--- config.mk ---
export PLATFORM = sky130hd
export DESIGN_NAME = writeback_load_assemble
export DESIGN_NICKNAME = d
export VERILOG_FILES = /design/src/rtl/writeback_load_assemble.sv
export SDC_FILE = /design/constraint.sdc
export NUM_CORES = 1
export LEC_CHECK = 0
export ABC_AREA = 1
export BUFFER_PORTS_ARGS = -buffer_cell sky130_fd_sc_hd__buf_2
export CORE_UTILIZATION = 51
export CTS_CLUSTER_DIAMETER = 120
export DETAILED_ROUTE_END_ITERATION = 10
export HOLD_SLACK_MARGIN = 0.02
export PLACE_DENSITY = 0.88
export SLEW_MARGIN = 25
export SYNTH_ARGS = -nofsm -noshare
export SYNTH_HDL_FRONTEND = slang
export SYNTH_SLANG_ARGS = --single-unit
--- constraint.sdc ---
create_clock -name clk_i -period 1.5 [get_ports clk_i]
set_input_delay 0.075 -clock clk_i [delete_from_list [all_inputs] [get_ports clk_i]]
set_output_delay 0.075 -clock clk_i [all_outputs]
set_load 0.02 [all_outputs]
--- src/rtl/writeback_load_assemble.sv ---
// writeback_load_assemble: commits ALU results and assembles two 16-bit memory beats into 32-bit load writes
module writeback_load_assemble #(
    parameter int unsigned HALF_FIRST_LOW = 1
) (
    input  logic        clk_i,
    input  logic        rst_i,
    input  logic        wb_valid_i,
    input  logic [31:0] data_calc_i,
    input  logic        mem_to_reg_i,
    input  logic        ld_half_i,
    input  logic        ld_signed_i,
    input  logic [3:0]  rf_wr_select_i,
    input  logic        rf_wr_en_i,
    input  logic [15:0] mem_rdata_i,
    output logic [31:0] rf_wr_data_o,
    output logic [3:0]  rf_wr_select_o,
    output logic        rf_wr_en_o,
    output logic        busy_o,
    output logic        overrun_o
);
    typedef enum logic [1:0] {ST_IDLE, ST_LOAD_A, ST_LOAD_B} state_t;

    state_t      state_q, state_d;
    logic [3:0]  sel_q;
    logic        en_q, half_q, signed_q;
    logic [15:0] beat_a_q;
    logic        commit;
    logic [31:0] commit_data, half_ext, word_data;

    // State register; reset abandons any load in flight
    always_ff @(posedge clk_i) begin
        if (rst_i) state_q <= ST_IDLE;
        else       state_q <= state_d;
    end

    // Next state: loads walk through one or two beat states, requests while busy are ignored
    always_comb begin
        state_d = state_q;
        case (state_q)
            ST_IDLE:   state_d = (wb_valid_i && mem_to_reg_i) ? ST_LOAD_A : ST_IDLE;
            ST_LOAD_A: state_d = half_q ? ST_IDLE : ST_LOAD_B;
            default:   state_d = ST_IDLE;
        endcase
    end

    // Outputs decoded from state: busy flag and the load data to commit this cycle
    always_comb begin
        busy_o      = state_q != ST_IDLE;
        half_ext    = {{16{signed_q & mem_rdata_i[15]}}, mem_rdata_i};
        word_data   = (HALF_FIRST_LOW != 0) ? {mem_rdata_i, beat_a_q} : {beat_a_q, mem_rdata_i};
        commit      = (state_q == ST_LOAD_A && half_q) || state_q == ST_LOAD_B;
        commit_data = (state_q == ST_LOAD_A) ? half_ext : word_data;
    end

    // Datapath: latch load controls, hold the first beat, drive the register-file write port
    always_ff @(posedge clk_i) begin
        if (rst_i) begin
            rf_wr_data_o   <= '0;
            rf_wr_select_o <= '0;
            rf_wr_en_o     <= 1'b0;
            overrun_o      <= 1'b0;
            beat_a_q       <= '0;
            sel_q          <= '0;
            en_q           <= 1'b0;
            half_q         <= 1'b0;
            signed_q       <= 1'b0;
        end else begin
            rf_wr_en_o <= 1'b0;
            if (busy_o && wb_valid_i) overrun_o <= 1'b1;
            if (state_q == ST_LOAD_A && !half_q) beat_a_q <= mem_rdata_i;
            if (commit) begin
                rf_wr_data_o   <= commit_data;
                rf_wr_select_o <= sel_q;
                rf_wr_en_o     <= en_q;
            end
            if (!busy_o && wb_valid_i) begin
                if (mem_to_reg_i) begin
                    sel_q    <= rf_wr_select_i;
                    en_q     <= rf_wr_en_i;
                    half_q   <= ld_half_i;
                    signed_q <= ld_signed_i;
                end else begin
                    rf_wr_data_o   <= data_calc_i;
                    rf_wr_select_o <= rf_wr_select_i;
                    rf_wr_en_o     <= rf_wr_en_i;
                end
            end
        end
    end
endmodule

After elaboration in Yosys (flattened, before gate mapping). Index checks and enable logic that the tools add are counted.

Word-level logic and storage cells: 37. Bits of input ports: 59. Flip-flop bits (word level): 63.

Eq/ne operators: 2. Reductions and logical operators: 11. Bitwise logic cells: 1. Mux-type cells: 13.

Operators by type and width (number): 2-to-1 mux 32 bit (4); 2-to-1 mux 4 bit (3); logical AND 1 bit (5); 2-to-1 mux 1 bit (4); one-hot mux 2 bit (2 select lines) (1); == test 2 x 1 -> 1 bit (second input constant) (1); == test 2 bit (second input constant) (1); logical NOT 1 bit (2); logical NOT 2 bit (1); 2-to-1 mux 2 bit (1); AND reduction 2 bit (1); nonzero test 2 bit (1); AND 1 bit (1); logical OR 1 bit (1).

Depth between registers and ports, before layout. Gate-level depths: netlist of run 1.

Depth after elaboration: 6. Mapped depth: 10.

Worst setup path after synthesis of run 1. Ideal clock, no wire load.

Kind: register -> register. Start: register state_q[0]. End: register rf_wr_data_o[11]. Period minus slack after synthesis: 1255 ps. Required time: 1391 ps. Path buffers: 1. Cell stages (with the launch flop): 9. Data arrival time: 1146 ps. Path slack: 245 ps. Path through: dfxtp_1 > nor2_4 > inv_2 > nand2_2 > buf_2 > nand2_1 > nand3_1 > nand2_1 > inv_1.

Elaborated cells on any way between the ends: 11. Classes of those cells: eq/ne (2); mux (4); reduce/logical (5).

RTL lines: start, declared (line 23) `state_t state_q, state_d;`; start signal, assigned (line 33) `else state_q <= state_d;`; nonzero test 2 bit (line 48) `busy_o = state_q != ST_IDLE;`; net busy_o (line 18) `output logic busy_o,`; logical NOT 1 bit (line 76) `if (!busy_o && wb_valid_i) begin`; logical AND 1 bit (line 76); 2-to-1 mux 32 bit (line 76); end signal, assigned (line 72) `rf_wr_data_o <= commit_data;`; end signal, assigned (line 83) `rf_wr_data_o <= data_calc_i;`; end, declared (line 15) `output logic [31:0] rf_wr_data_o,`.

The timed path passes the listed nets, and every way through them passes these cells. A chain may end at the register's enable or synchronous reset.

Worst setup path after layout of run 1.
Start: register state_q[1]. End: register beat_a_q[15].

Word-level cells in the longest chain between the ends: 2.

RTL lines: == test 2 x 1 -> 1 bit (line 70) `if (state_q == ST_LOAD_A && !half_q) beat_a_q <= mem_rdata_i;`; logical AND 1 bit (line 70); end signal, assigned (line 70); end, declared (line 26) `logic [15:0] beat_a_q;`.

Every way passes these cells.

==> impl_metrics.ini, run 1 <==
[clock_tree]
cts_buffer_depth = 2
path_clk_slew_ns = 0.07
post-cts-setup-buffers = 0
htree_levels = 3
numClockSinks = 63
clk_latency_ns = 0.35
cts_root_buf = clkbuf_8
cts_buffers = 9
cts_tree = built

[sta]
post-route-min-period_ns = 1.36
setup_viol_count_final = 0
finalCritPeriodShare = 0.908
fmax_mhz = 734
slew_violations = 0
max-slew-margin-rel = 0.733
setup_tns_ns = 0
worstMarginPinSlew_ns = 0.399
hold_viol_final = 0
finClkSkew_ns = 0.00621

[pwr]
power_mw = 4.07
p_sw_frac = 0.290
cellPowerDensity_mw_per_mm2 = 1000
p_int_mw = 2.89
clkPwrFrac = 0.362
power_frac_seq = 0.451
p_switching_mw = 1.18
ir_worst_vdd_mv = 0.747
pwr-share-comb = 0.187
p_leak_nw = 2.42

[layout]
antenna_cells = 0
mostFrequentLayoutCells = 157 x nand2_1, 97 x buf_2, 88 x inv_1
final_cell_area_sq_mm = 0.00406
final_nets = 664
area_delta_synth_final_pct = 27.0
layout-drive-gt1-share = 0.233
mostFrequentLayoutCell = nand2_1

[critical_path]
timing.rr.end = beat_a_q[15]$_SDFFE_PP0P_
rr_startpoint = state_q[1]$_SDFF_PP0_
arrival_ns = 1.63
worstPathMaxFanout = 9
critPathCaptureType = flop
r2r_setup_slack_ns = 0.14
crit_required_ns = 1.77
worstSetupPathType = flop to flop
reg2reg_depth = 6
startpoint_type = flop

[drt]
firstDrtPassIters = 4
drc_errors = 0
num_vias = 3371
routed_via_density = 4.92
wl_per_cell_microns = 11.9
drtIter0Drc = 338
wl_mm = 8.14
detail-route-antenna-nets = 0

[global_routing]
grt_pass1_vias = 3091
antenna_found_initial = 0
grt_max_degree = 59
grt_pass1_wl_mm = 13.7
grt_usage = 0.272
grt_overflow = 0

[status]
status = completed

[worst_hold_path]
hold_path_depth = 3
hp-start = rf_wr_select_i[3]
whs_endpoint = sel_q[3]$_SDFFE_PP0P_
hold_path_class = primary input to flop

[floorplanning]
core_sq_mm = 0.00599
die_area_sq_mm = 0.00659
die_y_microns = 81.2
io_pins = 98
rows = 28
initial_core_util = 0.534
dieWidth_microns = 81.2

[logic_synthesis]
syn_nets = 560
ys_ff_latch = 63
ys_seq_area_frac = 0.394
netlist_area_sq_mm = 0.00320
ys_types = 22
syn_inst = 501
synth.avg_cell_area_sq_um = 6.39
ys_warn_count = 0

[placed_design]
gp_congestion = 0.846
portBuffers = 97
hpwl_mm = 5.71
dpl-instance-area_sq_mm = 0.00375

[flow_run]
maxCapViolCount = 0
## power by group through the flow
stage | combinational [mW] | sequential, mW | clock, mW
CTS | 0.756 | 1.83 | 1.48
detailed placement | 0.732 | 1.87 | 0
global route | 0.861 | 1.85 | 1.57
floorplan | 0.386 | 1.96 | 0
global placement | 0.712 | 1.87 | 0
finish | 0.762 | 1.84 | 1.47
## critical path, cell delays in order, from the launching register on
cell     delay (ns)
dfxtp_1        0.36
inv_2          0.12
nand2_2        0.10
nor2_1         0.19
nand2_2        0.15
buf_4          0.20
o21ai_0        0.16
## synth_stat cells (all sizes together)
master | n | share of area
inv | 91 | 0.11
nand2 | 161 | 0.19
dfxtp | 63 | 0.39
or2 | 4 | 0.0078
buf | 21 | 0.047
nor2 | 23 | 0.029
o21ai | 68 | 0.11
a21oi | 2 | 0.0031
nand3 | 60 | 0.095
clkbuf | 6 | 0.0070
nand4 | 2 | 0.0059
## layout make-up
class                   instances  area [sq um]
clock buffers                  12           145
clock inverters                 4          45.0
fillers                       496          1930
inverters                      91           342
multi-input cells             320          1430
flip-flops and latches         63          1260
well taps                      75          93.8
repair buffers                120           741
## per-layer routing
metal / track usage / vias up / wire length, microns
li1: - / 1743 / -
met4: 0.130 / 0 / 174
met2: 0.446 / 114 / 3930
met1: 0.344 / 1495 / 3570
met5: 0 / - / 0
met3: 0.0461 / 19 / 462
## cells by family after synthesis
family / after synthesis / synth area share
AND/OR/NAND/NOR: 250 / 0.330
buffers and inverters: 118 / 0.161
AO/OA/AOI/OAI: 70 / 0.115
flip-flops: 63 / 0.394
## state kept, by name, summed over array words and instances (netlist names)
signal,count
half_q,1
state_q,2
overrun_o,1
rf_wr_en_o,1
beat_a_q,16
en_q,1
rf_wr_select_o,4
signed_q,1
rf_wr_data_o,32
sel_q,4
## through the flow
stage	worst slack, ns	instances	util	hold slack [ns]
2_1_floorplan	0.245	501	-	0.144
3_3_place_gp	0.119	659	0.627	0.322
3_5_place_dp	0.0844	659	0.627	0.321
4_1_cts	0.0711	685	0.675	0.0214
5_1_grt	-0.0160	685	0.678	0.0231
6_report	0.138	685	0.678	0.0199
## how the worst max path moves through the flow
stage / start / to / cells past startpoint / slack, ns
floorplan: state_q[0]$_SDFF_PP0_ / rf_wr_data_o[11]$_SDFF_PP0_ / 8 / 0.25
global placement: state_q[0]$_SDFF_PP0_ / rf_wr_data_o[22]$_SDFF_PP0_ / 9 / 0.12
detailed placement: state_q[1]$_SDFF_PP0_ / rf_wr_data_o[11]$_SDFF_PP0_ / 7 / 0.08
CTS: state_q[1]$_SDFF_PP0_ / rf_wr_data_o[16]$_SDFF_PP0_ / 7 / 0.07
global route: state_q[1]$_SDFF_PP0_ / rf_wr_data_o[22]$_SDFF_PP0_ / 9 / -0.02
finish: state_q[1]$_SDFF_PP0_ / beat_a_q[15]$_SDFFE_PP0P_ / 6 / 0.14
## repair_timing
action	in CTS	in global routing
hold buffers	10	0
endpoints found under the hold margin	13	0
gates resized for setup	0	7
setup endpoints to repair	0	37
No activity file was read; power rests on OpenSTA's default activity.
==> run 2, diff against run 1 <==
--- a/config.mk
+++ b/config.mk
@@ -12,6 +12,7 @@
 export DETAILED_ROUTE_END_ITERATION = 10
 export HOLD_SLACK_MARGIN = 0.02
 export PLACE_DENSITY = 0.88
+export RECOVER_POWER = 25
 export SLEW_MARGIN = 25
 export SYNTH_ARGS = -nofsm -noshare
 export SYNTH_HDL_FRONTEND = slang
==> run 2 against run 1 <==
  * First-iteration DRC count fell by 3.8%
  * Total power fell by 0.16%
  * Sequential share of layout area rose by 0.24 points
  * Combinational power fell by 2%
  * Worst hold slack got worse by 0.0020 ns
  * Via count rose by 1.2%
  * Non-clock buffer count did not move
  * Largest cell class unchanged
  * Maximum frequency fell by 0.27%
  * Worst setup slack got worse by 0.0037 ns
  * Largest power group unchanged
  * Wire length rose by 0.21%
  * Flip-flop and latch count did not move
  * Critical path type unchanged
  * Design area fell by 0.77%
==> impl_metrics.ini, run 2 (same netlist as run 1, synthesis figures left out) <==
[sta]
setup_viol_count_final = 0
finalCritPeriodShare = 0.910
slew_violations = 0
post-route-min-period_ns = 1.37
hold_viol_final = 0
fmax_mhz = 732
worstMarginPinSlew_ns = 0.393
max-slew-margin-rel = 0.737
finClkSkew_ns = 0.00598

[drt]
wl_per_cell_microns = 11.9
firstDrtPassIters = 5
detail-route-antenna-nets = 0
drtIter0Drc = 325
num_vias = 3410
wl_mm = 8.15
drc_errors = 0
routed_via_density = 4.98

[layout]
layout-drive-gt1-share = 0.192
antenna_cells = 0
mostFrequentLayoutCell = nand2_1
area_delta_synth_final_pct = 26.0
mostFrequentLayoutCells = 157 x nand2_1, 88 x inv_1, 72 x buf_2
largest_reg_flops = 32
multi_input_area_sq_mm = 0.00143
stdcell_count = 685
fillers = 511
regArea_sq_mm = 0.00126
reg_top3 = rf_wr_data_o (32), beat_a_q (16)
final_nets = 664
max_flop_register = rf_wr_data_o

[critical_path]
r2r_setup_slack_ns = 0.13
path_common_cell = nand2_2
rr_startpoint = state_q[1]$_SDFF_PP0_
worstPathMaxFanout = 9
max_stage_delay_ns = 0.36
crit_cells = 6
crit_required_ns = 1.77
timing.rr.end = beat_a_q[15]$_SDFFE_PP0P_
timing.critical_path.buf_inv = 2
crit_path_top_delay_cell = dfxtp_1
arrival_ns = 1.64
critPathCaptureType = flop
startpoint_type = flop
crit_path_cell_trace = inv_2 -> nand2_2 -> nor2_1 -> nand2_2 -> buf_4 -> o21ai_0
reg2reg_depth = 6
crit_family = simple AND/OR/NAND/NOR gates
worstSetupPathType = flop to flop

[floorplanning]
core_sq_mm = 0.00599
die_y_microns = 81.2
initial_core_util = 0.534
dieWidth_microns = 81.2
io_pins = 98
die_area_sq_mm = 0.00659
rows = 28

[global_routing]
grt_usage = 0.272
grt_pass1_vias = 3091
grt_max_degree = 59
grt_pass1_wl_mm = 13.7
grt_overflow = 0
antenna_found_initial = 0

[worst_hold_path]
hold_path_class = primary input to flop
whs_endpoint = sel_q[3]$_SDFFE_PP0P_
hold_path_depth = 3
hp-start = rf_wr_select_i[3]

[clock_tree]
cts_buffers = 9
path_clk_slew_ns = 0.07
cts_root_buf = clkbuf_8
post-cts-setup-buffers = 0
htree_levels = 3
numClockSinks = 63
clk_latency_ns = 0.35
cts_buffer_depth = 2
cts_tree = built

[pwr]
power_mw = 4.06
clkPwrFrac = 0.363
p_int_mw = 2.88
power_frac_seq = 0.452
p_switching_mw = 1.19
pwr-share-comb = 0.185
cellPowerDensity_mw_per_mm2 = 1010
p_sw_frac = 0.292
ir_worst_vdd_mv = 0.747
p_leak_nw = 2.32

[placed_design]
hpwl_mm = 5.71
place_inst = 659
portBuffers = 97
gp_congestion = 0.846

[flow_run]
maxCapViolCount = 0

[status]
status = completed
==> run 2: cell type report <==
| class | instances | area share |
|---|---|---|
| Inverter | 91 | 0.0847 |
| Clock buffer | 12 | 0.0360 |
| Multi-Input combinational cell | 320 | 0.356 |
| Sequential cell | 63 | 0.313 |
| Clock inverter | 4 | 0.0112 |
| Timing Repair Buffer | 120 | 0.176 |
| Tap cell | 75 | 0.0233 |
==> run 2: worst min-delay path, stage by stage <==
cell     delay (ns)
buf_2          0.08
o21ai_0        0.07
nor2_1         0.09
==> run 2: metrics by stage <==
stage,setup TNS (ns),hold WS (ns),util,instance area (sq um),setup WS (ns)
6_report,0,0.0179,0.673,4030,0.135
4_1_cts,0,0.0214,0.675,4040,0.0711
2_1_floorplan,0,0.144,-,3200,0.245
5_1_grt,-0.0216,0.0231,0.673,4030,-0.0160
3_5_place_dp,0,0.321,0.627,3750,0.0844
3_3_place_gp,0,0.322,0.627,3750,0.119
==> run 2: how the worst max path moves through the flow <==
stage,slack (ns),from,end
2_1_floorplan,0.25,state_q[0]$_SDFF_PP0_,rf_wr_data_o[11]$_SDFF_PP0_
3_3_place_gp,0.12,state_q[0]$_SDFF_PP0_,rf_wr_data_o[22]$_SDFF_PP0_
3_5_place_dp,0.08,state_q[1]$_SDFF_PP0_,rf_wr_data_o[11]$_SDFF_PP0_
4_1_cts,0.07,state_q[1]$_SDFF_PP0_,rf_wr_data_o[16]$_SDFF_PP0_
5_1_grt,-0.02,state_q[1]$_SDFF_PP0_,rf_wr_data_o[22]$_SDFF_PP0_
6_report,0.13,state_q[1]$_SDFF_PP0_,beat_a_q[15]$_SDFFE_PP0P_
==> run 2: metal layers <==
layer,vias to the layer above,GRT usage,share of wire
li1,1742,-,-
met1,1533,0.344,0.45
met2,114,0.446,0.48
met3,21,0.0461,0.044
met4,0,0.130,0.027
met5,-,0,0
==> run 2: repair_timing <==
action / 4_1_cts / 5_1_grt
hold buffers: 10 / 0
endpoints found under the hold margin: 13 / 0
setup endpoints to repair: 0 / 37
gates resized for setup: 0 / 7
==> run 2: power groups by stage <==
stage	Clock (mW)	Sequential [mW]	Combinational, mW
floorplan	0	1.96	0.386
global placement	0	1.87	0.712
detailed placement	0	1.87	0.732
CTS	1.48	1.83	0.756
global route	1.57	1.85	0.847
finish	1.48	1.84	0.750
